===== src/rtl/eth_tx_framer_pkg.sv =====
// Shared constants, FSM state encoding and sizing helpers for the MII transmit framer.
package eth_tx_framer_pkg;

    typedef enum logic [3:0] {
        S_IDLE = 4'd0,
        S_PRE  = 4'd1,
        S_DA   = 4'd2,
        S_SA   = 4'd3,
        S_TYP  = 4'd4,
        S_FID  = 4'd5,
        S_DATA = 4'd6,
        S_CRC  = 4'd7,
        S_IFG  = 4'd8
    } state_t;

    localparam logic [31:0] CRC_POLY     = 32'hEDB8_8320;
    localparam logic [31:0] CRC_INIT     = 32'hFFFF_FFFF;
    localparam int          PREAMBLE_NIB = 15;
    localparam logic [3:0]  PRE_NIB      = 4'h5;
    localparam logic [3:0]  SFD_NIB      = 4'hD;
    localparam int          MAC_NIB      = 12;
    localparam int          TYP_NIB      = 4;
    localparam int          CRC_NIB      = 8;

    function automatic int data_nib(input int uframe_len, input int num_uframe);
        return (uframe_len * num_uframe) / 4;
    endfunction

    function automatic int cnt_width(input int n);
        return (n <= 2) ? 1 : $clog2(n);
    endfunction

endpackage


===== src/rtl/eth_crc32_nibble.sv =====
// One nibble step of the reflected IEEE CRC-32; data bits are consumed LSB first.
module eth_crc32_nibble
    import eth_tx_framer_pkg::*;
(
    input  logic [31:0] crc_i,
    input  logic [3:0]  data_i,
    output logic [31:0] crc_o
);

    logic [31:0] c_s;

    // Four serial LFSR steps, one per data bit.
    always_comb begin
        c_s = crc_i;
        for (int i = 0; i < 4; i++) begin
            if (c_s[0] ^ data_i[i]) begin
                c_s = (c_s >> 1) ^ CRC_POLY;
            end else begin
                c_s = c_s >> 1;
            end
        end
        crc_o = c_s;
    end

endmodule


===== src/rtl/eth_tx_framer.sv =====
// MII transmit framer: packs a serial bit stream into ping-pong nibble buffers and
// sends each full buffer as one Ethernet frame with FCS and inter-frame gap.
module eth_tx_framer
    import eth_tx_framer_pkg::*;
#(
    parameter int          UFRAME_LEN  = 148,
    parameter int          NUM_UFRAME  = 8,
    parameter int          FRAMEID_LEN = 8,
    parameter logic [47:0] DA          = 48'hFFFF_FFFF_FFFF,
    parameter logic [47:0] SA          = 48'h0200_0000_0001,
    parameter logic [15:0] TYPELEN     = 16'h076C,
    parameter int          IFG_NIB     = 24
) (
    input  logic                   phy_txclk,
    input  logic                   rst_n,
    input  logic                   tx_go,
    input  logic                   ff_bit,
    input  logic                   ff_bit_valid,
    output logic [3:0]             phy_txd,
    output logic                   phy_txen,
    output logic                   phy_txer,
    output logic [FRAMEID_LEN-1:0] frameid,
    output logic                   overflow
);

    localparam int DATA_NIB = data_nib(UFRAME_LEN, NUM_UFRAME);
    localparam int FID_NIB  = FRAMEID_LEN / 4;
    localparam int NIB_W    = cnt_width(DATA_NIB);
    localparam int CNT_MAX  = (DATA_NIB > IFG_NIB) ? ((DATA_NIB > 16) ? DATA_NIB : 16)
                                                   : ((IFG_NIB > 16) ? IFG_NIB : 16);
    localparam int CNT_W    = cnt_width(CNT_MAX);

    logic [3:0]       wbuf_q [2][DATA_NIB];
    logic [3:0]       nib_q;
    logic [1:0]       bit_cnt_q;
    logic [NIB_W-1:0] nib_idx_q;
    logic             wptr_q;
    logic [1:0]       full_q, full_d;
    logic             overflow_q;
    logic [3:0]       nib_s;
    logic             accept_s, nib_done_s, buf_done_s, release_s;

    state_t                 state_q, state_d;
    logic [CNT_W-1:0]       cnt_q, cnt_d;
    logic                   rptr_q, rptr_d;
    logic [FRAMEID_LEN-1:0] frameid_q, frameid_d;
    logic [31:0]            crc_q, crc_d, crc_upd_s, crc_src_s, crc_sh_s;
    logic [3:0]             txd_q, txd_d;
    logic                   txen_q, txen_d;
    logic [47:0]            mac_sh_s;
    logic [FRAMEID_LEN-1:0] fid_sh_s;

    eth_crc32_nibble u_crc (
        .crc_i  (crc_q),
        .data_i (txd_q),
        .crc_o  (crc_upd_s)
    );

    // Write-side bit assembly and buffer occupancy.
    always_comb begin
        nib_s             = nib_q;
        nib_s[bit_cnt_q]  = ff_bit;
        accept_s          = ff_bit_valid && !full_q[wptr_q];
        nib_done_s        = accept_s && (bit_cnt_q == 2'd3);
        buf_done_s        = nib_done_s && (nib_idx_q == NIB_W'(DATA_NIB - 1));
        full_d            = full_q;
        if (release_s) begin
            full_d[rptr_q] = 1'b0;
        end else begin
            full_d[rptr_q] = full_q[rptr_q];
        end
        if (buf_done_s) begin
            full_d[wptr_q] = 1'b1;
        end else begin
            full_d[wptr_q] = full_d[wptr_q];
        end
    end

    // Write-side counters, pointer, occupancy flags and overflow pulse.
    always_ff @(posedge phy_txclk) begin
        if (!rst_n) begin
            nib_q      <= 4'h0;
            bit_cnt_q  <= 2'd0;
            nib_idx_q  <= '0;
            wptr_q     <= 1'b0;
            full_q     <= 2'b00;
            overflow_q <= 1'b0;
        end else begin
            overflow_q <= ff_bit_valid && full_q[wptr_q];
            full_q     <= full_d;
            if (accept_s) begin
                nib_q     <= nib_s;
                bit_cnt_q <= bit_cnt_q + 2'd1;
            end
            if (nib_done_s) begin
                nib_idx_q <= buf_done_s ? '0 : nib_idx_q + NIB_W'(1'b1);
            end
            if (buf_done_s) begin
                wptr_q <= ~wptr_q;
            end
        end
    end

    // Payload storage; contents are only meaningful while the matching full flag is set.
    always_ff @(posedge phy_txclk) begin
        if (rst_n && nib_done_s) begin
            wbuf_q[wptr_q][nib_idx_q] <= nib_s;
        end
    end

    // Read-side sequencing: advance (state, nibble index) one nibble per clock.
    always_comb begin
        state_d   = state_q;
        cnt_d     = cnt_q + CNT_W'(1'b1);
        rptr_d    = rptr_q;
        frameid_d = frameid_q;
        crc_d     = crc_q;
        release_s = 1'b0;
        case (state_q)
            S_IDLE: begin
                cnt_d = '0;
                if (tx_go && full_q[rptr_q]) begin
                    state_d = S_PRE;
                end else begin
                    state_d = S_IDLE;
                end
            end
            S_PRE: begin
                crc_d = CRC_INIT;
                if (cnt_q == CNT_W'(PREAMBLE_NIB)) begin
                    state_d = S_DA;
                    cnt_d   = '0;
                end else begin
                    state_d = S_PRE;
                end
            end
            S_DA, S_SA: begin
                crc_d = crc_upd_s;
                if (cnt_q == CNT_W'(MAC_NIB - 1)) begin
                    state_d = (state_q == S_DA) ? S_SA : S_TYP;
                    cnt_d   = '0;
                end else begin
                    state_d = state_q;
                end
            end
            S_TYP: begin
                crc_d = crc_upd_s;
                if (cnt_q == CNT_W'(TYP_NIB - 1)) begin
                    state_d = S_FID;
                    cnt_d   = '0;
                end else begin
                    state_d = S_TYP;
                end
            end
            S_FID: begin
                crc_d = crc_upd_s;
                if (cnt_q == CNT_W'(FID_NIB - 1)) begin
                    state_d = S_DATA;
                    cnt_d   = '0;
                end else begin
                    state_d = S_FID;
                end
            end
            S_DATA: begin
                crc_d = crc_upd_s;
                if (cnt_q == CNT_W'(DATA_NIB - 1)) begin
                    state_d   = S_CRC;
                    cnt_d     = '0;
                    release_s = 1'b1;
                    rptr_d    = ~rptr_q;
                end else begin
                    state_d = S_DATA;
                end
            end
            S_CRC: begin
                if (cnt_q == CNT_W'(CRC_NIB - 1)) begin
                    state_d = S_IFG;
                    cnt_d   = '0;
                end else begin
                    state_d = S_CRC;
                end
            end
            S_IFG: begin
                if (cnt_q == CNT_W'(IFG_NIB - 1)) begin
                    state_d   = S_IDLE;
                    cnt_d     = '0;
                    frameid_d = frameid_q + FRAMEID_LEN'(1'b1);
                end else begin
                    state_d = S_IFG;
                end
            end
            default: begin
                state_d = S_IDLE;
                cnt_d   = '0;
            end
        endcase
    end

    // Nibble to present for the next position; the FCS source includes the last data nibble on CRC entry.
    always_comb begin
        crc_src_s = (state_q == S_DATA) ? crc_upd_s : crc_q;
        crc_sh_s  = ~crc_src_s >> {cnt_d, 2'b00};
        mac_sh_s  = ((state_d == S_DA) ? DA : SA) >> {cnt_d, 2'b00};
        fid_sh_s  = frameid_q >> {cnt_d, 2'b00};
        txen_d    = 1'b1;
        case (state_d)
            S_PRE:       txd_d = (cnt_d == CNT_W'(PREAMBLE_NIB)) ? SFD_NIB : PRE_NIB;
            S_DA, S_SA:  txd_d = mac_sh_s[3:0];
            S_TYP: begin
                case (cnt_d[1:0])
                    2'd0:    txd_d = TYPELEN[11:8];
                    2'd1:    txd_d = TYPELEN[15:12];
                    2'd2:    txd_d = TYPELEN[3:0];
                    default: txd_d = TYPELEN[7:4];
                endcase
            end
            S_FID:       txd_d = fid_sh_s[3:0];
            S_DATA:      txd_d = wbuf_q[rptr_q][cnt_d[NIB_W-1:0]];
            S_CRC:       txd_d = crc_sh_s[3:0];
            default: begin
                txd_d  = 4'h0;
                txen_d = 1'b0;
            end
        endcase
    end

    // Read-side FSM state and registered MII outputs.
    always_ff @(posedge phy_txclk) begin
        if (!rst_n) begin
            state_q   <= S_IDLE;
            cnt_q     <= '0;
            rptr_q    <= 1'b0;
            frameid_q <= '0;
            crc_q     <= CRC_INIT;
            txd_q     <= 4'h0;
            txen_q    <= 1'b0;
        end else begin
            state_q   <= state_d;
            cnt_q     <= cnt_d;
            rptr_q    <= rptr_d;
            frameid_q <= frameid_d;
            crc_q     <= crc_d;
            txd_q     <= txd_d;
            txen_q    <= txen_d;
        end
    end

    assign phy_txd  = txd_q;
    assign phy_txen = txen_q;
    assign phy_txer = 1'b0;
    assign frameid  = frameid_q;
    assign overflow = overflow_q;

endmodule


===== config.mk =====
export PLATFORM = sky130hd
export DESIGN_NAME = eth_tx_framer
export DESIGN_NICKNAME = d
export VERILOG_FILES = /design/src/rtl/eth_tx_framer_pkg.sv /design/src/rtl/eth_crc32_nibble.sv /design/src/rtl/eth_tx_framer.sv
export SDC_FILE = /design/constraint.sdc
export NUM_CORES = 2
export LEC_CHECK = 0
export BUFFER_PORTS_ARGS = -buffer_cell sky130_fd_sc_hd__buf_2
export CAP_MARGIN = 20
export CORE_UTILIZATION = 35
export CTS_BUF_LIST = sky130_fd_sc_hd__clkbuf_8
export DETAILED_ROUTE_END_ITERATION = 8
export PLACE_DENSITY = 0.52
export RECOVER_POWER = 25
export SYNTH_ARGS = -nofsm -noshare
export SYNTH_HDL_FRONTEND = slang
export SYNTH_SLANG_ARGS = --single-unit

===== constraint.sdc =====
create_clock -name phy_txclk -period 11.56 [get_ports phy_txclk]
set_input_delay 1.156 -clock phy_txclk [delete_from_list [all_inputs] [get_ports phy_txclk]]
set_output_delay 1.156 -clock phy_txclk [all_outputs]
set_load 0.03 [all_outputs]

## After elaboration in Yosys (flattened, before gate mapping)

Memories as Yosys holds them, arrays and structs flattened. A register that Yosys moved wholly into a read port is not among the register bits.
Index checks and enable logic that the tools add are counted.

| cells by class | value |
|---|---|
| $add $sub $neg | 4 |
| $lt $le $gt $ge | 9 |
| equality and inequality tests | 27 |
| shift-type cells | 3 |
| muxes and demuxes | 58 |
| bitwise operators | 16 |
| reduce and logical (&&, ||, !) cells | 20 |

Operators by type and width:

| operator | number |
|---|---|
| $mux W1184 | 1 |
| $mux W32 | 5 |
| $mux W9 | 8 |
| $pmux W32 S2 | 1 |
| $pmux W9 S7 | 1 |
| $not A13 Y14 | 4 |
| $mux W48 | 1 |
| $shr A48 B11 Y4 | 1 |
| $bmux W4 S9 | 1 |
| $demux W4 S9 | 1 |
| $eq A4 B3 Y1 const B | 8 |
| $not A32 Y32 | 1 |
| $pmux W4 S8 | 1 |
| $shr A32 B11 Y4 | 1 |
| $mux W4 | 7 |
| $eq A9 B4 Y1 const B | 3 |
| $pmux W4 S6 | 1 |
| $ge A10 B10 Y1 const B | 2 |
| $not A9 Y10 | 2 |
| $add A9 B1 Y9 const B | 2 |
| $eq A9 B9 Y1 const B | 2 |
| $mux W1 | 18 |
| $eq A4 B2 Y1 const B | 4 |
| $pmux W4 S3 | 1 |
| 36 further kinds | 60 |

| storage, ports and cells | value |
|---|---|
| register bits after elaboration | 78 |
| bits in writable memories | 2368 |
| bits of input ports | 5 |
| output and inout bits | 15 |
| logic and storage cells | 151 |
| memories | 1 |

Memories:

| name | depth | width | read ports | clocked after memory_dff | write ports | RTL line | source |
|---|---|---|---|---|---|---|---|
| wbuf_q | 2 | 1184 | 1 | 1 | 1 | eth_tx_framer.sv:33 | `logic [3:0] wbuf_q [2][DATA_NIB];` |

## Longest topological paths before layout

| logic depth | value |
|---|---|
| depth in word-level cells | 12 |
| gate-level depth with buffers | 19 |
| depth with buffers taken out | 14 |

## Cells and area by module

From an unflattened synthesis, not the netlist that was laid out.

| unflattened totals | value |
|---|---|
| cell total of the unflattened synthesis | 6706 |
| area total of the unflattened synthesis | 100238.6 µm² |

By module, submodules not included:

| module | instances | cells an instance | area each (µm²) | seq. area each (µm²) |
|---|---|---|---|---|
| eth_tx_framer | 1 | 6656 | 99411.6 | 72689.7 |
| eth_crc32_nibble | 1 | 50 | 827.0 | 0.0 |

## Worst setup path after synthesis

OpenSTA, ideal clock, no wires.

| timing | value |
|---|---|
| kind | input to register |
| start point | input ff_bit |
| end point | memory wbuf_q[0][0] (netlist bit), data pin |
| library setup time | 1024 ps |
| arrival | 5246 ps |
| data required time | 10536 ps |
| setup slack | 5290 ps |
| stages | 1 |
| path buffers | 0 |
| cell sequence | mux2_2 |

| between the ends | value |
|---|---|
| cells in the longest elaborated chain, start to end | 1 |

RTL lines:

| item | RTL line | source |
|---|---|---|
| from (decl) | eth_tx_framer.sv:17 | `input logic ff_bit,` |
| $bwmux W4 | eth_tx_framer.sv:62 | `nib_s[bit_cnt_q] = ff_bit;` |
| to (decl) | eth_tx_framer.sv:33 |  |

No other way between the ends.

## Worst setup path after layout

| timing | value |
|---|---|
| start point | register bit_cnt_q[1] |
| end point | memory wbuf_q[1][425] (netlist bit), data pin |

| between the ends | value |
|---|---|
| cells in the longest elaborated chain, start to end | 5 |
| elaborated cells between the ends (all ways) | 6 |
| those cells by class | order compare: 2; mux: 3; reduce/logical: 1 |

RTL lines:

| item | RTL line | source |
|---|---|---|
| from (decl) | eth_tx_framer.sv:35 | `logic [1:0] bit_cnt_q;` |
| from (signal assigned) | eth_tx_framer.sv:93 | `bit_cnt_q <= bit_cnt_q + 2'd1;` |
| $lt A2 B3 Y1 (implied by the code) or $ge A2 B1 Y1 (tied branches) | eth_tx_framer.sv:62 |  |
| $logic_and A1 B1 Y1 (implied by the code) | eth_tx_framer.sv:62 |  |
| $mux W1 (implied by the code) | eth_tx_framer.sv:62 |  |
| $demux W1 S2 (*) | eth_tx_framer.sv:62 |  |
| $bwmux W4 (*) | eth_tx_framer.sv:62 |  |
| net nib_s[1] | eth_tx_framer.sv:40 | `logic [3:0] nib_s;` |

Mark *: on every way through the listed nets, which the timed path passes. The rest lies on a longest branch.

==> flow_metrics.env <==
export IMPL_status="finished, violations left"
export IMPL_failed_checks="capacitance limit, slew limit"
export IMPL_io_pins=20
export IMPL_r2r_start="bit_cnt_q[1]$_SDFFE_PN0P_"
export IMPL_setup_tns_ns=0
export IMPL_row_count=195
export IMPL_synth_top_family_by_area="multiplexers"
export IMPL_required_ns=11.63
export IMPL_synthesis_instances=6222
export IMPL_holdCritPathClass="input port to flop"
export IMPL_grt_pass1_wl_mm=481
export IMPL_cts_tree="built"
export IMPL_clk_path_buf_depth=4
export IMPL_max_cap_viol_count=15
export IMPL_crit_path_top_delay_cell="clkbuf_2"
export IMPL_worst_pin_slew_ns=4.78
export IMPL_drc=0
export IMPL_fill_cells=25800
export IMPL_avgRoutedWirePerCell_um=33.4
export IMPL_ant_nets=0
export IMPL_worst_setup_path_start_kind="flop"
export IMPL_synthFlopType="edfxtp_1"
export IMPL_synth_xor_area_share_pct=0.612
export IMPL_r2r_end="wbuf_q[1][425]$_DFFE_PP_"
export IMPL_yosys_area_share_simple_pct=5.88
export IMPL_endpoint_kind="flop"
export IMPL_grt_overflow=0
export IMPL_worstHoldPathCells=3
export IMPL_clock_sinks=2447
export IMPL_fmax_mhz=119
export IMPL_gp_congestion=0.944
export IMPL_met1_usage_pct=31.6
export IMPL_hold_violations=0
export IMPL_core_area_sq_um=283000
export IMPL_wirelength_mm=351
export IMPL_critPathLaunch="bit_cnt_q[1]$_SDFFE_PN0P_"
export IMPL_clock_latency_ns=1.03
export IMPL_cts_buffers=409
export IMPL_synth_compound_area_share_pct=7.04
export IMPL_worst_r2r_cell_count=4
export IMPL_min_from="ff_bit_valid"
export IMPL_power_share_switching_pct=21.9
export IMPL_rrSetupSlack_ns=3.17
export IMPL_final_cell_mix="edfxtp_1, nor2_1, mux2i_1"
export IMPL_comb_power_share_pct=1.4
export IMPL_ys_ff_latch=2447
export IMPL_p_per_area_nw_per_um2=154
export IMPL_vias=61100
export IMPL_synth_cell_area_sq_um=100000
export IMPL_min_period_ns=8.39
export IMPL_design_area_sq_um=112000
export IMPL_p_leak_nw=32.4
export IMPL_placed_area_sq_um=105000
export IMPL_internal_power_w=0.0135
export IMPL_final_common_cell="edfxtp_1"
export IMPL_synth_cell_type_count=94
export IMPL_cp_data_arrival_time_ns=8.47
export IMPL_ys_warn_count=0
export IMPL_synth_edf_count=2368
export IMPL_cp_slowest_stage_delay_ns=3.59
export IMPL_holdWs_ns=0.468
export IMPL_busiest_layer="met2"
export IMPL_cts_resized=0
export IMPL_final_nets=6430
export IMPL_rsz0062_at_grt="false"
export IMPL_synth_mux_area_fraction_pct=11.7
export IMPL_path_cells="inv_1, ha_1, mux2_1, clkbuf_2"
export IMPL_dp_hpwl_mm=213
export IMPL_use_met2_pct=36.9
export IMPL_initial_utilization_pct=35.3
export IMPL_vdd_ir_drop_max_mv=0.0972
export IMPL_grt_max_degree=214
export IMPL_worstSetupPathType="flop to flop"
export IMPL_track_usage_pct=23.8
export IMPL_max_slew_margin_pct=-219
export IMPL_cts_clk_slew_worst_paths_ns=0.05
export IMPL_avgSynthCellArea_sq_um=16.1
export IMPL_cp_max_fo=213
export IMPL_die_h_um=537
export IMPL_die_w_um=537
export IMPL_grt_pass1_vias=59800
export IMPL_cts_root_buffer="clkbuf_8"
export IMPL_synth_nets=6242
export IMPL_clock_power_share_pct=41.8
export IMPL_ys_async_sr_fraction_pct=0
export IMPL_vias_per_cell=5.82
export IMPL_first_pass_iters=6
export IMPL_met3_usage_pct=5.07
export IMPL_utilization_pct=39.7
export IMPL_antenna_found_initial=24
export IMPL_setup_viol=0
export IMPL_crit_family="buffers and inverters"
export IMPL_area_growth_pct=12.3
export IMPL_drt_initial_drc_count=7987
export IMPL_hold_end="overflow$_SDFF_PN0_"
export IMPL_power_switching_w=0.00380
export IMPL_drive_gt1_share_pct=16.9
export IMPL_cp_num_buf_inv=2
export IMPL_fin_crit_sh_pct=72.6
export IMPL_dieArea_sq_um=288000
export IMPL_fin_skew_ns=0.0798
export IMPL_sequentialPowerShare_pct=56.8
export IMPL_synthAdderAreaFrac_pct=0.187
export IMPL_cts_max_level=5
export IMPL_maxSlewViolCount=1666
export IMPL_post_cts_buffers=0
export IMPL_cts_hold_buf=0
export IMPL_numPortBuffers=18
export IMPL_ys_seq_area_share_pct=72.6
## synthesized netlist by cell type (12+ instances only)
library cell / instances / share of area, %
buf_4: 14 / 0.10
xor2_1: 20 / 0.17
o21ai_0: 124 / 0.62
nor2b_1: 41 / 0.26
a21oi_1: 166 / 0.83
a22oi_1: 94 / 0.70
o211ai_1: 19 / 0.14
mux4_2: 221 / 5.0
o32ai_1: 16 / 0.14
o22ai_1: 116 / 0.72
buf_2: 149 / 0.74
mux2i_1: 534 / 5.3
a211oi_1: 86 / 0.64
dfxtp_1: 79 / 1.6
a2111oi_0: 25 / 0.22
nand2_1: 290 / 1.1
o32a_1: 15 / 0.15
clkbuf_1: 225 / 0.84
mux2_2: 120 / 1.3
buf_1: 51 / 0.19
ha_1: 15 / 0.19
nand3_1: 93 / 0.46
and3_1: 31 / 0.19
o221ai_1: 45 / 0.39
a31oi_1: 34 / 0.21
xnor2_1: 50 / 0.44
nor2_1: 733 / 2.7
edfxtp_1: 2368 / 71
a221o_1: 16 / 0.16
a221oi_1: 49 / 0.43
nand4_1: 12 / 0.075
nor4_1: 19 / 0.12
nor3_1: 63 / 0.31
o31ai_1: 21 / 0.16
inv_1: 17 / 0.064
and2_1: 28 / 0.17
## layout make-up
cell class	count	area [sq um]	area share [%]
Timing Repair Buffer	219	1660	1.47
Sequential cell	2447	72700	64.6
Clock buffer	419	5770	5.13
Clock inverter	318	1750	1.56
Tap cell	3743	4680	4.16
Inverter	20	75.1	0.0668
Antenna cell	9	22.5	0.0200
Multi-Input combinational cell	3313	25800	22.9
## worst register-to-register path, cell delays in order, from the launching register on
cell	delay (ns)
dfxtp_1	0.37
inv_1	0.08
ha_1	0.19
mux2_1	2.90
clkbuf_2	3.69
## layer usage
layer / share of wire (%) / wire length [um] / up-vias
met2: 45 / 159000 / 3436
li1: - / - / 25100
met1: 40 / 139000 / 31800
met5: 0.082 / 288 / -
met4: 5.7 / 20100 / 6
met3: 9.0 / 31600 / 756
## through the flow
| stage | total power [W] | instances | setup WS, ns |
|---|---|---|---|
| CTS | 0.0174 | 10500 | 4.62 |
| finish | 0.0173 | 10500 | 3.17 |
| global route | 0.0178 | 10500 | 2.74 |
| global placement | 0.0102 | 9734 | 3.94 |
| detailed placement | 0.0102 | 9740 | 4.66 |
| floorplan | 0.0102 | 6222 | 5.29 |
## worst max path at each step
stage | slack (ns) | cells after the start | endpoint
2_1_floorplan | 5.29 | 1 | wbuf_q[0][0]$_DFFE_PP_
3_3_place_gp | 3.94 | 16 | phy_txd[3]$_SDFF_PN0_
3_5_place_dp | 4.66 | 15 | phy_txd[1]$_SDFF_PN0_
4_1_cts | 4.62 | 15 | phy_txd[1]$_SDFF_PN0_
5_1_grt | 2.74 | 4 | wbuf_q[0][289]$_DFFE_PP_
6_report | 3.17 | 4 | wbuf_q[1][425]$_DFFE_PP_
## registers in the layout (all words and copies together), names as in the netlist, named ones only
name	cells
phy_txd	4
frameid	8
nib_q	4
phy_txen	1
overflow	1
bit_cnt_q	2
full_q	2
wptr_q	1
cnt_q	9
wbuf_q	2368
nib_idx_q	9
rptr_q	1
crc_q	32
state_q	4
## logic make-up after synthesis
logic type	Yosys count
muxes	876
DFF	2447
other	1
buffers and inverters	462
and+or+nand+nor	1368
adders and majority gates	15
AOI/OAI and AO/OA	983
xor gates and xnor gates	70
## power groups by stage
stage	clock, W	sequential [W]	combinational, W
floorplan	0	0.0100	0.000108
global placement	0	0.00999	0.000242
detailed placement	0	0.00999	0.000255
CTS	0.00736	0.00981	0.000254
global route	0.00770	0.00984	0.000258
finish	0.00725	0.00984	0.000242
Note: power is estimated with default switching activity, not from simulation.
